[src/rtl/uart_pkg.sv]
// Shared UART receive definitions: FSM state encoding,
// oversampling constants, sample positions and frame size default.
package uart_pkg;

    // Receiver FSM state encoding (2 bits)
    typedef enum logic [1:0] {
        ST_IDLE  = 2'd0,
        ST_START = 2'd1,
        ST_BIT   = 2'd2
    } rx_state_t;

    // Ticks per bit period
    localparam int OVERSAMPLE = 16;

    // Sample positions within a bit period (in ticks)
    localparam int SMP_EARLY = 7;
    localparam int SMP_MID   = 8;
    localparam int SMP_LATE  = 9;

    // Default frame length after the start bit: 8 data + parity + stop
    localparam int FRAME_BITS_DEF = 10;

    // 2-of-3 majority
    function automatic logic maj3(
        input logic a,
        input logic b,
        input logic c
    );
        return (a & b) | (a & c) | (b & c);
    endfunction

endpackage

[src/rtl/rx_tick_gen.sv]
// Free-running prescaler producing the oversample tick.
// Ports: clk, reset (sync, active-low), tick (high when count==CLK_DIV-1).
module rx_tick_gen #(
    parameter int CLK_DIV = 4
) (
    input  logic clk,
    input  logic reset,
    output logic tick
);

    localparam int CW = (CLK_DIV > 1) ? $clog2(CLK_DIV) : 1;
    localparam logic [CW-1:0] LAST = CW'(CLK_DIV - 1);

    logic [CW-1:0] r_cnt;

    // With CLK_DIV=1 LAST is 0, so the counter sits at 0 and tick is constant high
    always_ff @(posedge clk) begin
        if (!reset) begin
            r_cnt <= '0;
        end else if (r_cnt == LAST) begin
            r_cnt <= '0;
        end else begin
            r_cnt <= r_cnt + CW'(1);
        end
    end

    assign tick = (r_cnt == LAST);

endmodule

[src/rtl/rx_sampler.sv]
// Oversampling serial receiver front end: synchronizes rx_in, detects and
// validates the start bit, then votes each frame bit near mid-bit.
// Ports: clk, reset (sync, active-low), rx_in (async, idle high),
//   zero_detected / one_detected / bit_valid (1-cycle pulses),
//   bit_value (held), bit_index[3:0], busy.
// Build option: RX_MAJORITY_VOTE_EN selects a 3-sample majority vote at
//   ticks 7/8/9; without it only the tick-8 sample decides.
module rx_sampler
    import uart_pkg::*;
#(
    parameter int CLK_DIV    = 4,
    parameter int FRAME_BITS = FRAME_BITS_DEF
) (
    input  logic       clk,
    input  logic       reset,
    input  logic       rx_in,
    output logic       zero_detected,
    output logic       one_detected,
    output logic       bit_valid,
    output logic       bit_value,
    output logic [3:0] bit_index,
    output logic       busy
);

    localparam logic [3:0] LAST_IDX  = 4'(FRAME_BITS - 1);
    localparam logic [3:0] POS_EARLY = 4'(SMP_EARLY);
    localparam logic [3:0] POS_MID   = 4'(SMP_MID);
    localparam logic [3:0] POS_LATE  = 4'(SMP_LATE);
    localparam logic [3:0] POS_END   = 4'(OVERSAMPLE - 1);

    logic      w_tick;
    logic      r_sync1;
    logic      r_sync2;
    logic      w_rx;

    rx_state_t r_state;
    logic [3:0] r_scnt;
    logic [3:0] r_bidx;
    logic      r_zero;
    logic      r_one;
    logic      r_valid;
    logic      r_value;
    logic      r_busy;

    logic      w_at_mid;
    logic      w_at_late;
    logic      w_at_end;
    logic      w_last_bit;
    logic      w_vote;
    logic      r_s8;

    rx_tick_gen #(
        .CLK_DIV (CLK_DIV)
    ) u_tick (
        .clk   (clk),
        .reset (reset),
        .tick  (w_tick)
    );

    // Two-flop synchronizer, idle-high
    always_ff @(posedge clk) begin
        if (!reset) begin
            r_sync1 <= 1'b1;
            r_sync2 <= 1'b1;
        end else begin
            r_sync1 <= rx_in;
            r_sync2 <= r_sync1;
        end
    end

    assign w_rx = r_sync2;

    assign w_at_mid   = w_tick && (r_scnt == POS_MID);
    assign w_at_late  = w_tick && (r_scnt == POS_LATE);
    assign w_at_end   = w_tick && (r_scnt == POS_END);
    assign w_last_bit = (r_bidx == LAST_IDX);

    // The tick-9 sample is taken straight from the synchronizer on the
    // deciding edge, so the registered outputs appear one clock after it.
    always_ff @(posedge clk) begin
        if (!reset) begin
            r_s8 <= 1'b1;
        end else if (w_at_mid) begin
            r_s8 <= w_rx;
        end
    end

`ifdef RX_MAJORITY_VOTE_EN
    logic w_at_early;
    logic r_s7;

    assign w_at_early = w_tick && (r_scnt == POS_EARLY);

    always_ff @(posedge clk) begin
        if (!reset) begin
            r_s7 <= 1'b1;
        end else if (w_at_early) begin
            r_s7 <= w_rx;
        end
    end

    assign w_vote = maj3(r_s7, r_s8, w_rx);
`else
    assign w_vote = r_s8;
`endif

    always_ff @(posedge clk) begin
        if (!reset) begin
            r_state <= ST_IDLE;
            r_scnt  <= '0;
            r_bidx  <= '0;
            r_zero  <= 1'b0;
            r_one   <= 1'b0;
            r_valid <= 1'b0;
            r_value <= 1'b0;
            r_busy  <= 1'b0;
        end else begin
            r_zero  <= 1'b0;
            r_one   <= 1'b0;
            r_valid <= 1'b0;

            // Sample counter wraps 15->0 on its own
            if (w_tick) begin
                r_scnt <= r_scnt + 4'd1;
            end

            unique case (r_state)
                ST_IDLE: begin
                    r_scnt <= '0;
                    if (w_tick && !w_rx) begin
                        r_state <= ST_START;
                    end
                end

                ST_START: begin
                    if (w_at_late) begin
                        if (!w_vote) begin
                            r_zero <= 1'b1;
                            r_busy <= 1'b1;
                        end else begin
                            // False start: line was only glitched low
                            r_state <= ST_IDLE;
                            r_scnt  <= '0;
                        end
                    end else if (w_at_end) begin
                        r_state <= ST_BIT;
                        r_scnt  <= '0;
                        r_bidx  <= '0;
                    end
                end

                ST_BIT: begin
                    if (w_at_late) begin
                        r_valid <= 1'b1;
                        r_value <= w_vote;
                        r_zero  <= !w_vote;
                        r_one   <= w_vote;
                        // Leave mid-stop-bit so the next start edge is seen early
                        if (w_last_bit) begin
                            r_state <= ST_IDLE;
                            r_busy  <= 1'b0;
                            r_scnt  <= '0;
                        end
                    end else if (w_at_end && !w_last_bit) begin
                        r_bidx <= r_bidx + 4'd1;
                        r_scnt <= '0;
                    end
                end

                default: begin
                    r_state <= ST_IDLE;
                    r_scnt  <= '0;
                    r_busy  <= 1'b0;
                end
            endcase
        end
    end

    assign zero_detected = r_zero;
    assign one_detected  = r_one;
    assign bit_valid     = r_valid;
    assign bit_value     = r_value;
    assign bit_index     = r_bidx;
    assign busy          = r_busy;

endmodule
[config.mk]
export PLATFORM = sky130hd
export DESIGN_NAME = rx_sampler
export DESIGN_NICKNAME = d
export VERILOG_FILES = /design/src/rtl/uart_pkg.sv /design/src/rtl/rx_tick_gen.sv /design/src/rtl/rx_sampler.sv
export SDC_FILE = /design/constraint.sdc
export NUM_CORES = 1
export LEC_CHECK = 0
export ABC_AREA = 1
export BUFFER_PORTS_ARGS = -buffer_cell sky130_fd_sc_hd__buf_2
export CORE_MARGIN = 4
export CORE_UTILIZATION = 45
export DETAILED_ROUTE_END_ITERATION = 6
export HOLD_SLACK_MARGIN = 0.12
export SLEW_MARGIN = 20
export SYNTH_ARGS = -nofsm -noshare
export SYNTH_HDL_FRONTEND = slang
export SYNTH_SLANG_ARGS = --single-unit
[constraint.sdc]
create_clock -name clk -period 2.35 [get_ports clk]
set_input_delay 0.235 -clock clk [delete_from_list [all_inputs] [get_ports clk]]
set_output_delay 0.235 -clock clk [all_outputs]
set_load 0.02 [all_outputs]
; After elaboration in Yosys (flattened, before gate mapping)
; Index checks and enable logic that the tools add are counted.
[word_totals]
ff_bits = 20
latch_bits = 0
mem_bits_rw = 0
rom_bits = 0
inputBits = 3
output_inout_bits = 9
n_memories = 0
[classes]
n_addsub = 3
n_mul = 0
div = 0
order_cmp = 0
eq_ne = 18
shift = 0
mux = 30
bitwise_logic = 2
n_reduce_logical = 17
[ops]
columns = op, n
row1 = 4-bit two-way mux, 11
row2 = 2-bit inequality test (second input constant), 9
row3 = 4-bit == test (second input constant), 4
row4 = 4-bit one-hot mux with 2 select lines, 2
row5 = 5-bit AND reduction, 3
row6 = 2-bit two-way mux, 6
row7 = 4-bit by 1-bit adder with 4-bit output (second input constant), 2
row8 = 1-bit two-way mux, 8
row9 = 3-bit inequality test (second input constant), 2
row10 = 2-bit one-hot mux with 3 select lines, 1
row11 = 1-bit logical AND, 5
row12 = 2-bit == test (second input constant), 2
row13 = 2-bit AND reduction, 2
row14 = 1-bit zero test, 3
row15 = 1-bit one-hot mux with 3 select lines, 1
row16 = 3-bit AND reduction, 1
row17 = 2-bit by 1-bit adder with 2-bit output (second input constant), 1
row18 = 2-bit by 1-bit == test with 1-bit output (second input constant), 1
row19 = 2-bit zero test, 1
row20 = 1-bit inverter, 2
row21 = 1-bit one-hot mux with 2 select lines, 1
row22 = 2-bit nonzero test, 1
row23 = 2-bit OR reduction, 1

; Longest topological paths before layout
[logic_depth]
word_depth = 6
ltp_mapped = 10
ltp_nobuf = 10

; Cells and area by module
; Synthesis repeated with hierarchy kept, for this count alone.
[hier_totals]
cells_unflattened = 136
area_unflattened_um2 = 1038.5
[by_module_without_submodules]
columns = mod, instances, cells_each, area_per_inst_um2, seq_area_each_um2
row1 = rx_sampler, 1, 128, 967.2, 360.3
row2 = rx_tick_gen, 1, 8, 71.3, 40.0

; Worst setup path after synthesis
; Ideal clock, no wire load.
[synth_path]
path_kind = register to register
startpoint = register r_bidx[1] (netlist: bit_index[1])
endpoint = register r_bidx[0] (netlist: bit_index[0])
arrival_ps = 1243
required_time_ps = 2226
setup_slack_ps = 984
stages_incl_launch_ff = 9
path_buffers = 0
synth_period_minus_slack_ps = 1366
path_cell_list = dfxtp_1 > inv_1 > ha_1 > nand3_1 > nand3_1 > nand2_2 > nand2_1 > nand2_1 > a21oi_1
[synth_between]
elab_chain_len = 5
[synth_rtl]
columns = element, line_no
row1 = from (decl), rx_sampler.sv:38  ; logic [3:0] r_bidx;
row2 = from (signal assigned), rx_sampler.sv:165  ; r_bidx <= r_bidx + 4'd1;
row3 = 4-bit == test, rx_sampler.sv:76  ; assign w_last_bit = (r_bidx == LAST_IDX);
row4 = 1-bit zero test, rx_sampler.sv:164  ; end else if (w_at_end && !w_last_bit) begin
row5 = 1-bit logical AND, rx_sampler.sv:164
row6 = 2-bit inequality test (no source line), -
row7 = 5-bit AND reduction (no source line), -
; No other way between the ends.
; A chain may end at the register's enable or synchronous reset.

; Worst setup path in the final report
[layout_path]
startpoint = register u_tick.r_cnt[0]
endpoint = register r_bidx[3] (netlist: bit_index[3])
[layout_between]
elab_chain_len = 5
elab_cells_between_ends = 9
cone_classes = eq/ne (5) / reduce/logical (4)
[layout_rtl]
columns = element, line_no
row1 = from (decl), rx_tick_gen.sv:14  ; logic [CW-1:0] r_cnt;
row2 = from (signal assigned), rx_tick_gen.sv:23  ; r_cnt <= r_cnt + CW'(1);
row3 = 2-bit == test *, rx_tick_gen.sv:27  ; assign tick = (r_cnt == LAST);
row4 = 1-bit logical AND, rx_sampler.sv:75  ; assign w_at_end = w_tick && (r_scnt == POS_END);
row5 = 1-bit logical AND, rx_sampler.sv:164
row6 = 2-bit inequality test (no source line), -
row7 = 5-bit AND reduction (no source line) *, -
; Mark *: on every way between the ends. The rest lies on a longest branch, timed or not.

==> results by group <==
STA
  – Highest clock rate: 657.3 MHz
  – Tcrit/Tclk final: 0.6474
  – Hold Fails Final Rpt: 0
  – Tmin final: 1.521 ns
  – Fin Setup TNS: 0 ns
  – Slew headroom: 0.8184
  – Final Skew: 0.01165 ns
  – Slew @ Worst Pin: 0.2724 ns
  – Final slew viol count: 0
  – Setup repair after global routing missed its margin: false
  – # setup viols final: 0

Job
  – Max-Cap Viols: 0

Cells and area
  – Most frequent cells in the layout: nand2_1 (28), dfxtp_1 (20), inv_1 (19)
  – Most common cell after layout, fill and taps aside: nand2_1
  – Final Cell Area: 1200 um^2
  – Area Growth Syn to Fin: 14.17%
  – Final nets: 169
  – Filler Cells Inserted: 217
  – Diode count: 0
  – Layout cells sized above 1: 0.1742

Global route
  – Vias in the first global route: 834
  – GR Overflow Total: 0
  – Largest net degree at the start of global routing: 13
  – Total track usage: 0.1348
  – First-pass GRT wire length: 3470 um
  – Initial antenna violation count: 0

Min path
  – Hold WC Path Type: input pin to flop
  – Hold Startpoint: reset
  – Hold path depth: 2

Power
  – Final total power: 1.060 mW
  – Cell Pwr Density: 883.7 nW/um^2
  – Static Leak: 0.5348 nW
  – Peak supply drop: 0.5878 mV

Run status
  – Outcome: complete, no violations

Setup path
  – Reg2reg start: u_tick.r_cnt[0]
  – Category of the most critical setup path: flop to flop
  – Worst Path Required: 2.56 ns
  – Worst setup SP type: flop
  – CP Capture Type: flop
  – Beginning of the critical path: u_tick.r_cnt[0]
  – Crit-path max FO: 6
  – R2R depth: 8
  – Critical path arrival: 1.73 ns

Die
  – Io pins: 12
  – Die width: 56.33 um
  – Rows: 17
  – Starting Density: 0.4751
  – Die Y: 56.33 um
  – Core area: 2212 um^2
  – Die Footprint: 3173 um^2

Drt
  – Vias per cell: 4.891
  – Number of nets with antenna violations after routing: 0
  – Pre-antenna DRT Iters: 4
  – Total Wirelength: 1929 um
  – Initial DRC count: 11
  – DR WL/cell: 10.54 um
  – Detailed-route via count: 895
  – Number of remaining DRC errors: 0

Yosys
  – Syn Nets: 153
  – Ys Warns: 0
  – Mapped Avg Cell Area: 7.507 um^2
  – Sequential cell area fraction in the yosys report: 0.3810
  – Synthesized cell area: 1051 um^2
  – FF+latch count, synth: 20
  – Post-Syn Instances: 140
  – Count of cell types in the netlist: 23

CTS
  – Clock latency on the worst-skew pair: 0.31 ns
  – Clock tree buffer depth: 2
  – CTS Buf Count: 3
  – Post-CTS Resized: 0
  – CTS tree: yes
  – H-Tree Depth: 1
  – Clock tree root buffer cell: clkbuf_4
  – CTS sink count: 20
  – Worst-path clk slew: 0.12 ns

Place
  – Placed Area: 1137 um^2
  – GPL Wtd Cong: 0.8496
  – DP Wirelength: 1549 um
  – Number of I/O port buffers: 11
==> metal layers <==
| metal | wire [um] | vias to the layer above | global-route usage | part of all wire |
|---|---|---|---|---|
| met2 | 860 | 12 | 0.2170 | 0.45 |
| met5 | 0 | - | 0 | 0 |
| met3 | 74 | 4 | 0.02069 | 0.038 |
| met4 | 25 | 0 | 0.05085 | 0.013 |
| met1 | 969 | 403 | 0.1807 | 0.50 |
| li1 | - | 476 | - | - |
==> synth_stat cells, drive strengths merged <==
master	number	area, um^2
inv	20	75.07
o31ai	1	7.510
nand3b	2	15.01
nand3	9	45.04
or2	2	12.51
a21oi	6	30.03
ha	10	125.1
clkbuf	1	3.750
xor2	2	17.52
o21bai	1	11.26
nor2	19	81.33
nand4	6	37.54
o21ai	3	18.77
xnor2	2	17.52
nand2	33	136.4
nor3	2	10.01
dfxtp	20	400.4
and3	1	6.260
==> timing repair <==
item,CTS,global route
endpoints found under the hold margin,1,0
setup endpoints to repair,0,0
setup buffers,0,0
hold buffers,1,0
==> critical path, stage by stage (launching register included) <==
cell and delay, ns:
dfxtp_1 0.35, ha_1 0.30, nand2_2 0.12, nor2_4 0.15, inv_1 0.07, nand2_1 0.14, nand2_1 0.15, nand2_1 0.09
a21oi_1 0.05
==> sequential cells by signal, summed over array words and instances, names as in the netlist <==
signal	flops
r_s8	1
busy	1
bit_valid	1
zero_detected	1
bit_index	4
r_scnt	4
one_detected	1
u_tick.r_cnt	2
r_sync2	1
bit_value	1
r_sync1	1
r_state	2
==> stage by stage <==
stage / instances / utilization / hold WS, ns / setup WS [ns]
floorplan: 140 / - / 0.3416 / 0.9838
global placement: 178 / 0.5141 / 0.4011 / 0.8738
detailed placement: 178 / 0.5141 / 0.4044 / 0.8378
CTS: 183 / 0.5424 / 0.1960 / 0.8183
global route: 183 / 0.5424 / 0.2027 / 0.6446
finish: 183 / 0.5424 / 0.1989 / 0.8287
==> layout make-up <==
cell class              instances  area, um^2  share of cell area
multi-input cells              99       571.8              0.4765
clock inverters                 1       30.03             0.02503
clock buffers                   3       22.52             0.01877
inverters                      20       75.07             0.06257
flip-flops and latches         20       400.4              0.3337
repair buffers                 12       65.06             0.05422
well taps                      28       35.03             0.02920
==> power breakdown <==
group          switching, mW  internal [mW]  total (mW)
Combinational          0.240          0.140       0.379
Sequential            0.0253          0.374       0.399
Clock                  0.109          0.172       0.282
Total                  0.374          0.686        1.06
==> final timing paths <==
| path | to | slack (ns) |
|---|---|---|
| setup reg to reg | bit_index[3] | 0.83 |
| hold / removal | r_s8 | 0.20 |
| setup / recovery | bit_index[3] | 0.83 |
| hold reg to reg | r_sync2 | 0.43 |
==> kinds of logic after synthesis <==
group           after synthesis  share of synthesized area
simple gates                 74                     0.3274
compound gates               11                    0.06429
flops                        20                     0.3809
fa+ha+maj                    10                     0.1190
xor+xnor                      4                    0.03334
buf+inv                      21                    0.07499
Note: power is estimated with default switching activity, not from simulation.
